[config.mk]
export PLATFORM = sky130hd
export DESIGN_NAME = nvdla_csb_arbiter
export DESIGN_NICKNAME = d
export VERILOG_FILES = /design/src/rtl/nvdla_csb_arbiter_pkg.sv /design/src/rtl/nvdla_csb_arbiter_tag_fifo.sv /design/src/rtl/nvdla_csb_arbiter.sv
export SDC_FILE = /design/constraint.sdc
export NUM_CORES = 1
export LEC_CHECK = 0
export ABC_AREA = 1
export CAP_MARGIN = 40
export CORE_UTILIZATION = 25
export DETAILED_ROUTE_END_ITERATION = 8
export GPL_ROUTABILITY_DRIVEN = 0
export SLEW_MARGIN = 20
export SYNTH_ARGS = -nofsm -noshare
export SYNTH_HDL_FRONTEND = slang
export SYNTH_SLANG_ARGS = --single-unit
[constraint.sdc]
create_clock -name clk_i -period 5.7 [get_ports clk_i]
set_clock_uncertainty 0.15 [all_clocks]
set_input_delay 0.57 -clock clk_i [delete_from_list [all_inputs] [get_ports clk_i]]
set_output_delay 0.57 -clock clk_i [all_outputs]
set_load 0.1 [all_outputs]
[src/rtl/nvdla_csb_arbiter_pkg.sv]
// Shared CSB types and helpers for the CSB arbiter and its tag FIFO.
package nvdla_csb_arbiter_pkg;

    localparam int CSB_ADDR_W = 16;
    localparam int CSB_DATA_W = 32;

    typedef struct packed {
        logic [CSB_ADDR_W-1:0] addr;
        logic [CSB_DATA_W-1:0] wdata;
        logic                  write;
        logic                  nposted;
    } csb_req_t;

    typedef struct packed {
        logic [CSB_DATA_W-1:0] data;
        logic                  is_write;
    } csb_resp_t;

    // Reads and non-posted writes produce a response and therefore need a tag.
    function automatic logic is_tracked(input logic write, input logic nposted);
        return (!write) || nposted;
    endfunction

endpackage

[src/rtl/nvdla_csb_arbiter_tag_fifo.sv]
// In-order FIFO of requester tags for transactions still awaiting a CSB response.
module nvdla_csb_tag_fifo #(
    parameter int DEPTH = 4,
    parameter int WIDTH = 1
) (
    input  logic                     clk_i,
    input  logic                     rst_i,
    input  logic                     push_i,
    input  logic [WIDTH-1:0]         tag_i,
    input  logic                     pop_i,
    output logic                     full_o,
    output logic                     empty_o,
    output logic [$clog2(DEPTH):0]   count_o,
    output logic [WIDTH-1:0]         head_o
);

    localparam int PTR_W = $clog2(DEPTH);
    localparam int CNT_W = PTR_W + 1;

    logic [DEPTH-1:0][WIDTH-1:0] mem_q, mem_d;
    logic [PTR_W-1:0]            wr_q, wr_d, rd_q, rd_d;
    logic [CNT_W-1:0]            cnt_q, cnt_d;
    logic                        do_push_s, do_pop_s;

    // Status flags and head tag come straight from the registered state.
    always_comb begin
        full_o  = (cnt_q == CNT_W'(DEPTH));
        empty_o = (cnt_q == '0);
        count_o = cnt_q;
        head_o  = mem_q[rd_q];
    end

    // Next-state: guarded push/pop; pointers wrap naturally since DEPTH is a power of 2.
    always_comb begin
        do_push_s = push_i && !full_o;
        do_pop_s  = pop_i && !empty_o;
        mem_d     = mem_q;
        if (do_push_s) begin
            mem_d[wr_q] = tag_i;
            wr_d        = wr_q + PTR_W'(1'b1);
        end else begin
            wr_d = wr_q;
        end
        if (do_pop_s) begin
            rd_d = rd_q + PTR_W'(1'b1);
        end else begin
            rd_d = rd_q;
        end
        case ({do_push_s, do_pop_s})
            2'b10:   cnt_d = cnt_q + CNT_W'(1'b1);
            2'b01:   cnt_d = cnt_q - CNT_W'(1'b1);
            default: cnt_d = cnt_q;
        endcase
    end

    // State registers.
    always_ff @(posedge clk_i or posedge rst_i) begin
        if (rst_i) begin
            mem_q <= '0;
            wr_q  <= '0;
            rd_q  <= '0;
            cnt_q <= '0;
        end else begin
            mem_q <= mem_d;
            wr_q  <= wr_d;
            rd_q  <= rd_d;
            cnt_q <= cnt_d;
        end
    end

endmodule

[src/rtl/nvdla_csb_arbiter.sv]
// Round-robin arbiter sharing one CSB request/response channel between N_REQ requesters;
// responses are routed back in order through a tag FIFO.
module nvdla_csb_arbiter
    import nvdla_csb_arbiter_pkg::*;
#(
    parameter int N_REQ     = 2,
    parameter int ADDR_W    = CSB_ADDR_W,
    parameter int MAX_OUTST = 4
) (
    input  logic                           clk_i,
    input  logic                           rst_i,
    input  logic [N_REQ-1:0]               req_valid_i,
    output logic [N_REQ-1:0]               req_ready_o,
    input  logic [N_REQ-1:0][ADDR_W-1:0]   req_addr_i,
    input  logic [N_REQ-1:0][31:0]         req_wdata_i,
    input  logic [N_REQ-1:0]               req_write_i,
    input  logic [N_REQ-1:0]               req_nposted_i,
    output logic [N_REQ-1:0]               resp_valid_o,
    output logic [31:0]                    resp_data_o,
    output logic                           resp_is_write_o,
    output logic                           csb_req_valid_o,
    input  logic                           csb_req_ready_i,
    output logic [ADDR_W-1:0]              csb_req_addr_o,
    output logic [31:0]                    csb_req_wdata_o,
    output logic                           csb_req_write_o,
    output logic                           csb_req_nposted_o,
    input  logic                           csb_resp_valid_i,
    input  logic [31:0]                    csb_resp_data_i,
    input  logic                           csb_resp_is_write_i,
    output logic                           busy_o,
    output logic                           err_o
);

    localparam int TAG_W = (N_REQ > 1) ? $clog2(N_REQ) : 1;
    localparam int CNT_W = $clog2(MAX_OUTST) + 1;

    logic [TAG_W-1:0] rr_q, rr_d, lock_idx_q, lock_idx_d, gnt_idx_s, fifo_head_s;
    logic             lock_q, lock_d, gnt_valid_s, hs_s, push_s, pop_s;
    logic             fifo_full_s, fifo_empty_s, err_q, err_d, busy_q, busy_d;
    logic [CNT_W-1:0] fifo_count_s;
    logic [N_REQ-1:0] elig_s, resp_valid_q, resp_valid_d;
    csb_resp_t        resp_q, resp_d;

    function automatic logic [TAG_W:0] rr_pick(input logic [N_REQ-1:0] elig,
                                               input logic [TAG_W-1:0] ptr);
        logic [TAG_W:0]   pick;
        logic [TAG_W-1:0] idx;
        pick = '0;
        for (int k = 0; k < N_REQ; k++) begin
            idx = TAG_W'((int'(ptr) + k) % N_REQ);
            if (!pick[TAG_W] && elig[idx]) begin
                pick = {1'b1, idx};
            end else begin
                pick = pick;
            end
        end
        return pick;
    endfunction

    function automatic logic [TAG_W-1:0] next_idx(input logic [TAG_W-1:0] g);
        return (g == TAG_W'(N_REQ - 1)) ? '0 : g + TAG_W'(1'b1);
    endfunction

    // A full FIFO blocks tracked requests even when a response pops in the same cycle.
    always_comb begin
        for (int i = 0; i < N_REQ; i++) begin
            elig_s[i] = req_valid_i[i] &&
                        (!is_tracked(req_write_i[i], req_nposted_i[i]) || !fifo_full_s);
        end
    end

    // Grant: held while locked, otherwise first eligible from the RR pointer.
    always_comb begin
        gnt_valid_s = 1'b0;
        gnt_idx_s   = rr_q;
        if (lock_q) begin
            gnt_valid_s = req_valid_i[lock_idx_q];
            gnt_idx_s   = lock_idx_q;
        end else begin
            {gnt_valid_s, gnt_idx_s} = rr_pick(elig_s, rr_q);
        end
    end

    // Next-state for pointer, lock, FIFO strobes, error and response registers.
    always_comb begin
        hs_s       = gnt_valid_s && csb_req_ready_i;
        push_s     = hs_s && is_tracked(req_write_i[gnt_idx_s], req_nposted_i[gnt_idx_s]);
        pop_s      = csb_resp_valid_i && !fifo_empty_s;
        rr_d       = hs_s ? next_idx(gnt_idx_s) : rr_q;
        lock_d     = gnt_valid_s && !csb_req_ready_i;
        lock_idx_d = gnt_idx_s;
        err_d      = err_q || (csb_resp_valid_i && fifo_empty_s) ||
                     (lock_q && !req_valid_i[lock_idx_q]);
        busy_d     = (fifo_count_s != '0);
        if (pop_s) begin
            resp_valid_d  = N_REQ'(1'b1) << fifo_head_s;
            resp_d.data     = csb_resp_data_i;
            resp_d.is_write = csb_resp_is_write_i;
        end else begin
            resp_valid_d    = '0;
            resp_d.data     = 32'h0;
            resp_d.is_write = 1'b0;
        end
    end

    // Downstream request mux and per-requester ready.
    always_comb begin
        if (gnt_valid_s) begin
            req_ready_o       = (N_REQ'(1'b1) << gnt_idx_s) & {N_REQ{csb_req_ready_i}};
            csb_req_valid_o   = 1'b1;
            csb_req_addr_o    = req_addr_i[gnt_idx_s];
            csb_req_wdata_o   = req_wdata_i[gnt_idx_s];
            csb_req_write_o   = req_write_i[gnt_idx_s];
            csb_req_nposted_o = req_nposted_i[gnt_idx_s];
        end else begin
            req_ready_o       = '0;
            csb_req_valid_o   = 1'b0;
            csb_req_addr_o    = '0;
            csb_req_wdata_o   = 32'h0;
            csb_req_write_o   = 1'b0;
            csb_req_nposted_o = 1'b0;
        end
    end

    nvdla_csb_tag_fifo #(
        .DEPTH (MAX_OUTST),
        .WIDTH (TAG_W)
    ) u_tag_fifo (
        .clk_i   (clk_i),
        .rst_i   (rst_i),
        .push_i  (push_s),
        .tag_i   (gnt_idx_s),
        .pop_i   (pop_s),
        .full_o  (fifo_full_s),
        .empty_o (fifo_empty_s),
        .count_o (fifo_count_s),
        .head_o  (fifo_head_s)
    );

    // State registers.
    always_ff @(posedge clk_i or posedge rst_i) begin
        if (rst_i) begin
            rr_q         <= '0;
            lock_q       <= 1'b0;
            lock_idx_q   <= '0;
            err_q        <= 1'b0;
            busy_q       <= 1'b0;
            resp_valid_q <= '0;
            resp_q       <= '0;
        end else begin
            rr_q         <= rr_d;
            lock_q       <= lock_d;
            lock_idx_q   <= lock_idx_d;
            err_q        <= err_d;
            busy_q       <= busy_d;
            resp_valid_q <= resp_valid_d;
            resp_q       <= resp_d;
        end
    end

    assign resp_valid_o    = resp_valid_q;
    assign resp_data_o     = resp_q.data;
    assign resp_is_write_o = resp_q.is_write;
    assign busy_o          = busy_q;
    assign err_o           = err_q;

endmodule
---- Word level (Yosys, flattened, before mapping) ----
Cells that the tools add are included.
cells by class
  $add $sub $neg .......................... 6
  magnitude comparators ................... 7
  equality and inequality tests ........... 3
  shift operators ......................... 2
  muxes and demuxes ....................... 34
  bitwise gates (word level) .............. 1
  reduce and logical (&&, ||, !) cells .... 32
operator list
  cell                   count
  $mux W32               3
  $mux W16               3
  $mux W33               1
  $mux W1                18
  $logic_and A1 B1 Y1    12
  $logic_not A1 Y1       10
  $mux W2                5
  $lt A1 B2 Y1 const B   4
  $logic_or A1 B1 Y1     7
  $lt A2 B3 Y1 const B   2
  $pmux W3 S2            1
  $add A2 B1 Y2 const B  2
  $bwmux W4              1
  $shl A1 B1 Y2 const A  2
  $add A3 B1 Y3 const B  1
  $eq A3 B3 Y1 const B   1
  $logic_not A3 Y1       1
  $reduce_bool A3 Y1     1
  $sub A3 B1 Y3 const B  1
  $add A1 B1 Y1 const B  2
  $and A2 B2 Y2          1
  $bmux W1 S2            1
  $demux W1 S2           1
  $eq A2 B1 Y1 const B   1
  other kinds (3)        3
storage, ports and cells
  register bits ........................... 51
  output and inout bits ................... 90
  word-level logic and storage cells ...... 100

---- Depth between registers and ports, before layout ----
  word-level depth ........................ 21
  depth in mapped cells ................... 18
  depth with buffers taken out ............ 17

---- Hierarchy ----
A second synthesis with hierarchy kept.
second synthesis, totals
  cells, all modules ...................... 398
  area total of the unflattened synthesis .. 2867.8 sq um
by module, submodules not included
  module              instances  cells each  area each (sq um)  sequential area each (sq um)
  nvdla_csb_arbiter   1          314         2195.9             1001.0
  nvdla_csb_tag_fifo  1          84          671.9              275.3

---- Worst setup path before layout ----
Ideal clock, no wire load.
  path kind ............................... input to output
  from .................................... input port req_nposted_i[1]
  to ...................................... output port csb_req_wdata_o[2]
  data arrival time ....................... 2.833 ns
  data required time ...................... 4.980 ns
  slack ................................... 2.147 ns
  stages .................................. 11
  buffers on the path ..................... 2
  cell sequence ........................... inv_1 -> nand2_1 -> nand3_2 -> nand2_2 -> nand3_1 -> nand2_1 -> inv_2 -> buf_4 -> buf_6 -> o21ai_0 -> nor2_1
between the ends
  cells in the longest elaborated chain, start to end .. 15
  elaborated cells on any way between the ends .. 18
  classes of those cells .................. mux (12); reduce/logical (6)
ends and longest elaborated chain
  item                                         line                         text
  start: declaration                           nvdla_csb_arbiter.sv:17      input logic [N_REQ-1:0] req_nposted_i,
  $logic_or A1 B1 Y1 *                         nvdla_csb_arbiter_pkg.sv:21  return (!write) || nposted;
  $logic_not A1 Y1 *                           nvdla_csb_arbiter.sv:68      (!is_tracked(req_write_i[i], req_nposted_i[i]) || !fifo_full_s);
  $logic_or A1 B1 Y1 *                         nvdla_csb_arbiter.sv:68
  $logic_and A1 B1 Y1 *                        nvdla_csb_arbiter.sv:67      elig_s[i] = req_valid_i[i] &&
  $mux W1 (not written as such) (2 in a row)   nvdla_csb_arbiter.sv:51      if (!pick[TAG_W] && elig[idx]) begin
  $mux W2                                      nvdla_csb_arbiter.sv:51
  $mux W2                                      nvdla_csb_arbiter.sv:76      if (lock_q) begin
  $logic_not A1 Y1                             nvdla_csb_arbiter.sv:51
  $logic_and A1 B1 Y1                          nvdla_csb_arbiter.sv:51
  $mux W2 *                                    nvdla_csb_arbiter.sv:51
  $mux W1                                      nvdla_csb_arbiter.sv:76
  $mux W32 (not written as such) (2 in a row)  nvdla_csb_arbiter.sv:112     csb_req_wdata_o = req_wdata_i[gnt_idx_s];
  $mux W32 *                                   nvdla_csb_arbiter.sv:108     if (gnt_valid_s) begin
  end: declaration                             nvdla_csb_arbiter.sv:24      output logic [31:0] csb_req_wdata_o,
Mark *: on every way between the ends. The rest lies on a longest branch, timed or not. The select of a mux whose other input is x is not followed.

---- Worst setup path after layout ----
  from .................................... input port req_write_i[1]
  to ...................................... output port csb_req_write_o
between the ends
  cells in the longest elaborated chain, start to end .. 16
  elaborated cells on any way between the ends .. 19
  classes of those cells .................. mux (12); reduce/logical (7)
ends and longest elaborated chain
  item                                        line                         text
  start: declaration                          nvdla_csb_arbiter.sv:16      input logic [N_REQ-1:0] req_write_i,
  $logic_not A1 Y1                            nvdla_csb_arbiter_pkg.sv:21
  $logic_or A1 B1 Y1                          nvdla_csb_arbiter_pkg.sv:21
  $logic_not A1 Y1                            nvdla_csb_arbiter.sv:68
  $logic_or A1 B1 Y1                          nvdla_csb_arbiter.sv:68
  $logic_and A1 B1 Y1                         nvdla_csb_arbiter.sv:67
  $mux W1 (not written as such) (2 in a row)  nvdla_csb_arbiter.sv:51
  $mux W2                                     nvdla_csb_arbiter.sv:51
  $mux W2                                     nvdla_csb_arbiter.sv:76
  $logic_not A1 Y1                            nvdla_csb_arbiter.sv:51
  $logic_and A1 B1 Y1                         nvdla_csb_arbiter.sv:51
  $mux W2                                     nvdla_csb_arbiter.sv:51
  $mux W1                                     nvdla_csb_arbiter.sv:76
  $mux W1 (not written as such) (2 in a row)  nvdla_csb_arbiter.sv:113     csb_req_write_o = req_write_i[gnt_idx_s];
  $mux W1 *                                   nvdla_csb_arbiter.sv:108
  end: declaration                            nvdla_csb_arbiter.sv:25      output logic csb_req_write_o,
Marks and branches as above.

==> impl_metrics.ini <==
[status]
outcome = complete, no violations

[power_and_ir_drop]
p_leak_nw = 2.89
power_density_nw_per_um2 = 593
ir_drop_v = 0.000386
total_power_mw = 3.58

[critical_path]
cp-end-kind = output pin
cp.arrival_ns = 2.95
crit_fanout = 57
cp.depth = 11
cpLargestDelayFamily = buffers and inverters
critical_path.slowest_cell = clkdlybuf4s50_1
crit_buf_inv = 3
path_cells = clkdlybuf4s50_1, nand2_1, nand3_2, nand2_2, nor2_2, nand2_2, nand2_4, nand2_4, a21oi_1, clkdlybuf4s50_1, buf_16
crit_required_ns = 4.98
r2r_cells = 15
worstSetupPathType = input pin to output pin
slowest_delay_ns = 0.58
worst_setup_path_start_kind = input pin

[sta]
hold_viol = 0
grt_setup_unrepaired = false
finalSetupViolCount = 0
hold_slack_ns = 0.316
fin_ws_ns = 2.03
tns_ns = 0
min_period_ns = 3.67
max_freq_ghz = 0.272
worst_pin_slew_ns = 0.529
finalCritPeriodShare_pct = 64.4
slew_headroom_pct = 64.7
slew_violations = 0

[route]
route.detailed.drc = 0
wl_met2_mm = 5.31
ant_nets = 0
viasPerCell = 4.21
wl_per_cell_um = 13.7
dr_wl_met3_um = 944
num_vias = 3300
highest_layer = met4
drt-total-wl_mm = 10.7
m1WireLength_mm = 4.37
firstDrtPassIters = 4
drtIter0Drc = 253

[floorplan]
rows = 38
fp.dieH_um = 108
ios = 229
start_util_pct = 25.8
die_area_um2 = 11700
coreArea_um2 = 10900
dieWidth_um = 108

[synthesis]
synth.area.top_cells = dfrtp_1 45%, nor2_1 18%, o21ai_0 8.4%
syn-num-nets = 526
synth_top_area_cell = dfrtp_1
yosysUniqueCellTypes = 27
synthArstFlopShare_pct = 100
ys_warn_count = 0
post-synth-top-area-fraction_pct = 45.5
syn_avg_cell_area_um2 = 7.37
synth_edf_count = 0
ys_seq_area_share_pct = 45.5
ys.flop_type = dfrtp_1
syn-cell-area_um2 = 2810
synthCells = 381
ys_ff_latch = 51

[hold_path]
min_path_type = flop to flop
min_delay_path_depth = 1

[layout]
multiInputGateArea_um2 = 1220
fill_cells = 949
area_growth_pct = 115
drive_above_1_share_pct = 18.8
final_cells = 783
utilization_pct = 55.5
design_area_um2 = 6040
antenna_cells = 0
final_nets = 787
seq_area_um2 = 1280

[placed_design]
dp.cells = 773
place_hpwl_mm = 8.40
portBuffers = 228
place_area_um2 = 5890
dp_slack_ns = 1.86

[clock_tree]
cts.sinks = 51
clock_latency_ns = 0.30
cts_buffers = 5
ctsResizeCount = 0
postCtsHoldBufs = 0
root_buffer = clkbuf_8
clk_path_buf_depth = 2
cts_setup_buffers = 0
clkTransAtPathRegs_ns = 0.09
cts.htree.levels = 2
cts_tree = yes

[job]
maxCapViolCount = 0

[global_routing]
grt_pass1_vias = 3337
grt_pass1_wl_mm = 16.5
grt_max_degree = 58
antenna_found_initial = 0
track_usage_pct = 18.0
grt_overflow = 0
-- routing by layer --
metal	up-vias	GRT usage, %
met1	1455	21.4
met3	8	3.98
met2	156	33.4
met5	-	0
li1	1681	-
met4	0	3.03
-- cells in the final DEF (no fill, tap or decap), drive strengths merged --
| cell type | instances |
|---|---|
| a21oi | 6 |
| a32oi | 1 |
| buf | 95 |
| bufinv | 1 |
| clkbuf | 7 |
| clkdlybuf4s50 | 179 |
| dfrtp | 51 |
| fa | 1 |
| ha | 5 |
| inv | 52 |
| nand2 | 32 |
| nand3 | 14 |
| nand3b | 1 |
| nand4 | 4 |
| nor2 | 140 |
| o21ai | 51 |
| xnor2 | 1 |
| xor2 | 2 |
-- cells in the mapped netlist, drive strengths merged, types with 2 or more instances --
library cell	number
nand2	32
buf	9
nand3	14
o21ai	51
nand4	4
xor2	2
nor2	140
ha	5
dfrtp	51
a21oi	6
clkbuf	12
inv	51
-- final timing paths --
check / startpoint / end / slack (ns)
worst min register to register: u_tag_fifo.rd_q[1]$_DFFE_PP0P_ / u_tag_fifo.rd_q[1]$_DFFE_PP0P_ / 0.32
worst max register to register: u_tag_fifo.count_o[0]$_DFFE_PP0P_ / u_tag_fifo.count_o[2]$_DFFE_PP0P_ / 2.53
worst max-delay path: req_write_i[1] / csb_req_write_o / 2.03
max in group asynchronous: rst_i / resp_data_o[30]$_DFF_PP0_ / 4.41
worst min-delay path: u_tag_fifo.rd_q[1]$_DFFE_PP0P_ / u_tag_fifo.rd_q[1]$_DFFE_PP0P_ / 0.32
min in group asynchronous: rst_i / resp_data_o[20]$_DFF_PP0_ / 0.40
-- where the power goes --
part | leakage [nW] | internal (mW) | switching [mW] | total [mW]
clock | 0.0618 | 0.145 | 0.122 | 0.266
combinational | 2.18 | 0.750 | 2.06 | 2.81
sequential | 0.646 | 0.451 | 0.0531 | 0.504
total | 2.89 | 1.35 | 2.24 | 3.58
-- area by class of cell --
type	count	area share (%)
clock buffers	6	1.37
well taps	140	2.90
inverters	51	3.17
clock inverters	2	0.642
multi-input cells	258	20.1
flip-flops and latches	51	21.1
repair buffers	275	50.7
-- sequential cells by signal (all words and copies together) (netlist names) --
name,cells
busy_o,1
err_o,1
lock_idx_q,1
lock_q,1
resp_data_o,32
resp_is_write_o,1
resp_valid_o,2
rr_q,1
u_tag_fifo.count_o,3
u_tag_fifo.mem_q,4
u_tag_fifo.rd_q,2
u_tag_fifo.wr_q,2
-- logic make-up (layout without fill, tap and decap cells) --
group	after synthesis	after routing	share of synthesized area [%]
and+or+nand+nor	191	191	29.0
buffers and inverters	72	334	11.2
AOI/OAI and AO/OA	58	58	10.5
DFF	51	51	45.5
adders and majority gates	6	6	2.94
xor gates and xnor gates	3	3	0.936
No activity file was read; power rests on OpenSTA's default activity.
